==> src/rtl/display_scan.sv <==
// -----------------------------------------------------------------------------
// display_scan
//
// Scans an 8x8 LED matrix and multiplexes a two-digit 7-segment score display.
// Row 0 shows paddle A, row 7 shows paddle B, and the ball is lit at
// (ballX, ballY). All game inputs are snapshotted once per frame, on the wrap
// out of row 7, so a frame never mixes old and new positions. Every output is
// registered and follows the counter/snapshot state with one cycle of latency.
//
// Ports
//   clk        in   system clock, rising edge
//   rst_n      in   asynchronous active-low reset
//   ballX      in   ball column
//   ballY      in   ball row
//   padA       in   leftmost column of paddle A (row 0)
//   padB       in   leftmost column of paddle B (row 7)
//   playing    in   game-active flag; when low the ball blinks
//   scoreA     in   score shown on digit 0
//   scoreB     in   score shown on digit 1
//   row_sel    out  active-low one-hot row enable
//   col_data   out  active-high column drive, bit i = column i
//   digit_sel  out  active-low digit enable, bit 0 = scoreA digit
//   seg        out  active-low segments {g,f,e,d,c,b,a}
// -----------------------------------------------------------------------------
module display_scan #(
    parameter int ROW_DIV   = 1024,  // clk cycles per row slot, >= 4
    parameter int BLANK_CYC = 16,    // blanking cycles at start of each slot
    parameter int PAD_W     = 3,     // paddle width in columns, 1..8
    parameter int BLINK_BIT = 4      // frame_cnt bit that gates the idle ball
) (
    input  logic       clk,
    input  logic       rst_n,
    input  logic [2:0] ballX,
    input  logic [2:0] ballY,
    input  logic [2:0] padA,
    input  logic [2:0] padB,
    input  logic       playing,
    input  logic [3:0] scoreA,
    input  logic [3:0] scoreB,
    output logic [7:0] row_sel,
    output logic [7:0] col_data,
    output logic [1:0] digit_sel,
    output logic [6:0] seg
);

    localparam int PRE_W = $clog2(ROW_DIV);
    localparam logic [PRE_W-1:0] PRE_LAST  = PRE_W'(ROW_DIV - 1);
    localparam logic [PRE_W-1:0] PRE_BLANK = PRE_W'(BLANK_CYC);

    // Per-frame copy of everything the display depends on.
    typedef struct packed {
        logic [2:0] ball_x;
        logic [2:0] ball_y;
        logic [2:0] pad_a;
        logic [2:0] pad_b;
        logic       playing;
        logic [3:0] score_a;
        logic [3:0] score_b;
    } snap_t;

    // Columns left..left+PAD_W-1, clipped at column 7 (never wraps to 0).
    function automatic logic [7:0] pad_mask(input logic [2:0] left);
        logic [7:0] m;
        int         l;
        m = '0;
        l = int'(left);
        for (int c = 0; c < 8; c++) begin
            if (c >= l && c < l + PAD_W) m[c] = 1'b1;
        end
        return m;
    endfunction

    // Full hex decode, active-low {g,f,e,d,c,b,a}.
    function automatic logic [6:0] hex7(input logic [3:0] v);
        logic [6:0] s;
        case (v)
            4'h0: s = 7'b1000000;
            4'h1: s = 7'b1111001;
            4'h2: s = 7'b0100100;
            4'h3: s = 7'b0110000;
            4'h4: s = 7'b0011001;
            4'h5: s = 7'b0010010;
            4'h6: s = 7'b0000010;
            4'h7: s = 7'b1111000;
            4'h8: s = 7'b0000000;
            4'h9: s = 7'b0010000;
            4'hA: s = 7'b0001000;
            4'hB: s = 7'b0000011;
            4'hC: s = 7'b1000110;
            4'hD: s = 7'b0100001;
            4'hE: s = 7'b0000110;
            4'hF: s = 7'b0001110;
        endcase
        return s;
    endfunction

    logic [PRE_W-1:0] pre_q, pre_d;
    logic [2:0]       row_q, row_d;
    logic             dig_q, dig_d;
    logic [7:0]       frame_cnt_q, frame_cnt_d;
    snap_t            snap_q, snap_d;

    logic [7:0] row_sel_q, row_sel_d;
    logic [7:0] col_data_q, col_data_d;
    logic [1:0] digit_sel_q, digit_sel_d;
    logic [6:0] seg_q, seg_d;

    logic       pre_wrap;
    logic       frame_wrap;
    logic [7:0] row_pat;

    always_comb begin
        // NOTE: every always_comb output gets a default first so no path can
        // leave it unassigned and infer a latch.
        pre_d       = pre_q + PRE_W'(1);
        row_d       = row_q;
        dig_d       = dig_q;
        frame_cnt_d = frame_cnt_q;
        snap_d      = snap_q;
        row_pat     = '0;

        pre_wrap   = (pre_q == PRE_LAST);
        frame_wrap = pre_wrap && (row_q == 3'd7);

        if (pre_wrap) begin
            pre_d = '0;
            row_d = row_q + 3'd1;
            dig_d = ~dig_q;
        end

        // Inputs present on the boundary cycle itself are the ones captured.
        if (frame_wrap) begin
            frame_cnt_d    = frame_cnt_q + 8'd1;
            snap_d.ball_x  = ballX;
            snap_d.ball_y  = ballY;
            snap_d.pad_a   = padA;
            snap_d.pad_b   = padB;
            snap_d.playing = playing;
            snap_d.score_a = scoreA;
            snap_d.score_b = scoreB;
        end

        // Row pattern comes only from the snapshot; contributions are OR-ed.
        if (row_q == 3'd0) row_pat = row_pat | pad_mask(snap_q.pad_a);
        if (row_q == 3'd7) row_pat = row_pat | pad_mask(snap_q.pad_b);
        if (row_q == snap_q.ball_y && (snap_q.playing || frame_cnt_q[BLINK_BIT]))
            row_pat[snap_q.ball_x] = 1'b1;

        if (pre_q >= PRE_BLANK) begin
            row_sel_d   = ~(8'd1 << row_q);
            col_data_d  = row_pat;
            digit_sel_d = ~(2'd1 << dig_q);
            seg_d       = hex7(dig_q ? snap_q.score_b : snap_q.score_a);
        end else begin
            row_sel_d   = 8'hFF;
            col_data_d  = 8'h00;
            digit_sel_d = 2'b11;
            seg_d       = 7'h7F;
        end
    end

    always_ff @(posedge clk or negedge rst_n) begin
        if (!rst_n) begin
            pre_q       <= '0;
            row_q       <= '0;
            dig_q       <= 1'b0;
            frame_cnt_q <= '0;
            snap_q      <= '0;
            row_sel_q   <= 8'hFF;
            col_data_q  <= 8'h00;
            digit_sel_q <= 2'b11;
            seg_q       <= 7'h7F;
        end else begin
            // NOTE: non-blocking assignments so every register samples the
            // pre-edge value of the others, independent of statement order.
            pre_q       <= pre_d;
            row_q       <= row_d;
            dig_q       <= dig_d;
            frame_cnt_q <= frame_cnt_d;
            snap_q      <= snap_d;
            row_sel_q   <= row_sel_d;
            col_data_q  <= col_data_d;
            digit_sel_q <= digit_sel_d;
            seg_q       <= seg_d;
        end
    end

    assign row_sel   = row_sel_q;
    assign col_data  = col_data_q;
    assign digit_sel = digit_sel_q;
    assign seg       = seg_q;

endmodule

==> config.mk <==
export PLATFORM = sky130hd
export DESIGN_NAME = display_scan
export DESIGN_NICKNAME = d
export VERILOG_FILES = /design/src/rtl/display_scan.sv
export SDC_FILE = /design/constraint.sdc
export NUM_CORES = 1
export LEC_CHECK = 0
export CORE_ASPECT_RATIO = 0.9
export CORE_MARGIN = 3
export CORE_UTILIZATION = 54
export DETAILED_ROUTE_END_ITERATION = 10
export PLACE_DENSITY = 0.8
export REMOVE_ABC_BUFFERS = 1
export SLEW_MARGIN = 10
export SYNTH_ARGS = -nofsm -noshare
export SYNTH_HDL_FRONTEND = slang
export SYNTH_SLANG_ARGS = --single-unit
==> constraint.sdc <==
create_clock -name clk -period 2.49 [get_ports clk]
set_clock_uncertainty 0.1 [all_clocks]
set_input_delay 0.6225 -clock clk [delete_from_list [all_inputs] [get_ports clk]]
set_output_delay 0.6225 -clock clk [all_outputs]
set_load 0.01 [all_outputs]
==> impl_results.md <==
- Status: finished clean
- Placer congestion estimate: about 0.94
- Number of global-route vias before repair: 2218
- Largest net degree at the start of global routing: 34
- First-pass GRT wire length: between 10 and 15 mm
- Area grow syn2layout: 23.5%
- Netlist cell types: 49
- Fin area: 0.00398 mm2
- IO Count: 48
- Most used cell, CP: ha_1
- Residual DRC count: 0
- Critical Path AT: 2300 ps
- IO buf count: 47
- CTS clk-pin slew, worst paths: 70 ps
- Final setup viols: 0
- Cell depth of the worst setup path: 6
- RR Endpoint: snap_q[8]
- H-Tree Depth: 3
- Cell family with the largest share of critical-path delay: adder cells
- Type of the worst setup path: flip-flop to flip-flop
- Die Wd: 87.5 um
- Total CTS buffers: 9
- Drt first pass iters: 4
- Slowest CP cell: dfrtp_1
- Hold Buf Count CTS: 0
- Flop-to-flop setup slack: 320 ps
- Initial DRC Count: between 80 and 90
- TritonCTS clock tree: done
- DR WL/cell: 15.1 um
- Final ANT Viol Nets: 0
- Tightest Pin Transition: about 690 ps
- Yosys top cell area share: 0.373
- Post-CTS Setup Inserts: 0
- Area leader, netlist: dfrtp_1
- DP Wirelength: ~4.7 mm
- CTS root buf: clkbuf_8
- RSZ-0062 raised after global routing: false
- Bufs and invs on worst path: 2
- Sequential area share after synthesis: 0.511
- FF-to-FF Start: row_q[1]
- Ys async rst share: 1.00
- Cell count after placement: 398
- Worst slew margin: 0.537
- Hold Vio Cnt, Final: 0
- Setup_tns: 0 ps
- Critical Path Sink Type: flip-flop
- Top post-synthesis cells by area: dfrtp_1 (37%), dfstp_2 (14%), ha_1 (8.9%)
- Total die area: 0.00694 mm2
- Inserted Diodes: 0
- Vias: around 2300
- Synthesized area: roughly 0.0032 mm2
- CP required: 2620 ps
- Initial antenna violation count: 0
- Max Fclk: 461 MHz
- Number of synthesized register bits: 65
- Residual overflow from global routing: 0
- Die height: 79.3 um
- Fill count: 435
- Final Util: 0.696
- Final wirelength: 6.24 mm
- Post-synth EDFFs: 0
- CTS Buffer Depth: 2
- Min cycle time layout: 2170 ps
- Clock sinks: 65
- Most instantiated cells after synthesis: dfrtp_1 (48), nand2_1 (24), ha_1 (23)
- Via/cell ratio: 5.56
- Worst min path class: primary input to asynchronous set/reset pin
- Crit. Startpoint: row_q[1]
- Floorplan core area: 0.00573 mm2
- Share of layout cells above drive strength 1: 0.192
- Clk_lat worst skew: 340 ps
- Synth Instances: 282
- Top_reg_cell synth: dfrtp_1
- GRT Overall Usage: 0.203
- Power Density: around 480 mW/mm2
- WHS: around 130 ps
- Worst path cell trace: ha_1 > ha_1 > inv_1 > nor4_4 > buf_4 > mux2_2
- CP Max Fanout: 17
- Nature of the critical path startpoint: flip-flop
- Placed Instance Area: 0.00381 mm2
- Tcrit/Tclk final: 0.871
- Post-route insts no fill: 414
- Max-cap violations: 0
- Yosys warning count: 0
- Nets: between 300 and 400
- R2R cell count: 6
- Avg Cell Area, Syn: ~11 um2
- Row cnt: 26
- Lkg Pwr: 1.81 nW
- Count leader, synth: dfrtp_1
- CP max stage delay: 420 ps
- Initial Utilization: 0.563
- Post-cts gate resize count: 0
- Max IR drop VDD: 400 uV
- Slew Limit Fails: 0
==> per-stage QoR <==
stage	power, mW	setup WS [ps]
floorplan	1.08	-631
global placement	1.14	420
detailed placement	1.14	330
CTS	1.93	296
global route	1.98	126
finish	1.90	322
==> flip-flops by register name (all words and copies together), names as in the netlist <==
register and flops:
snap_q 21, frame_cnt_q 5, dig_q 1, seg 7, row_sel 8, pre_q 10, col_data 8, digit_sel 2
row_q 3
==> final cells by class <==
| type | instances | area (um2) | area share |
|---|---|---|---|
| Inverter | 13 | 48.8 | 0.0123 |
| Timing Repair Buffer | 55 | 538 | 0.135 |
| Multi-Input combinational cell | 195 | 1490 | 0.373 |
| Tap cell | 70 | 87.6 | 0.0220 |
| Clock buffer | 13 | 160 | 0.0402 |
| Clock inverter | 3 | 15.0 | 0.00377 |
| Sequential cell | 65 | 1650 | 0.414 |
==> worst max-delay path by stage <==
stage	end	slack [ps]
after CTS	snap_q[8]	300
after floorplan	snap_q[0]	-630
after global placement	frame_cnt_q[1]	420
after detailed placement	snap_q[8]	330
final	snap_q[8]	320
after global routing	frame_cnt_q[1]	130
==> routing by layer <==
| metal | up-vias | share of wire | GRT usage |
|---|---|---|---|
| met5 | - | 0 | 0 |
| met4 | 0 | 0.011 | 0.0736 |
| met3 | 8 | 0.053 | 0.0705 |
| met2 | 68 | 0.51 | 0.328 |
| met1 | 1114 | 0.43 | 0.251 |
| li1 | 1112 | - | - |
==> cell usage in the layout, fill, tap and decap left out, drive strengths merged, types with 9 or more instances in the layout <==
cell and count:
dfrtp 48, clkdlybuf4s50 46, nand2 24, ha 23, mux2 21, nor2 18, dfstp 17, o21ai 14
inv 13, nand3 13, clkbuf 13, buf 9
==> power by group <==
group          leakage (nW)  switching (mW)  internal, mW  total, mW
logic                 0.922          0.0249        0.0334     0.0583
clock network        0.0923           0.367         0.417      0.785
registers             0.797               0          1.06       1.06
total                  1.81           0.392          1.51       1.90
==> logic make-up after synthesis <==
group / synth area share
DFF: 0.511
buffers and inverters: 0.0310
muxes: 0.0982
xor gates and xnor gates: 0.0435
adders and majority gates: 0.0893
and+or+nand+nor: 0.142
AOI/OAI and AO/OA: 0.0846
==> worst reg2reg max path, cell delays in order, from the launching register on <==
cell     delay [ps]
dfrtp_1         420
ha_1            210
ha_1            260
inv_1           130
nor4_4          300
buf_4           270
mux2_2          370
No activity file was read; power rests on OpenSTA's default activity.
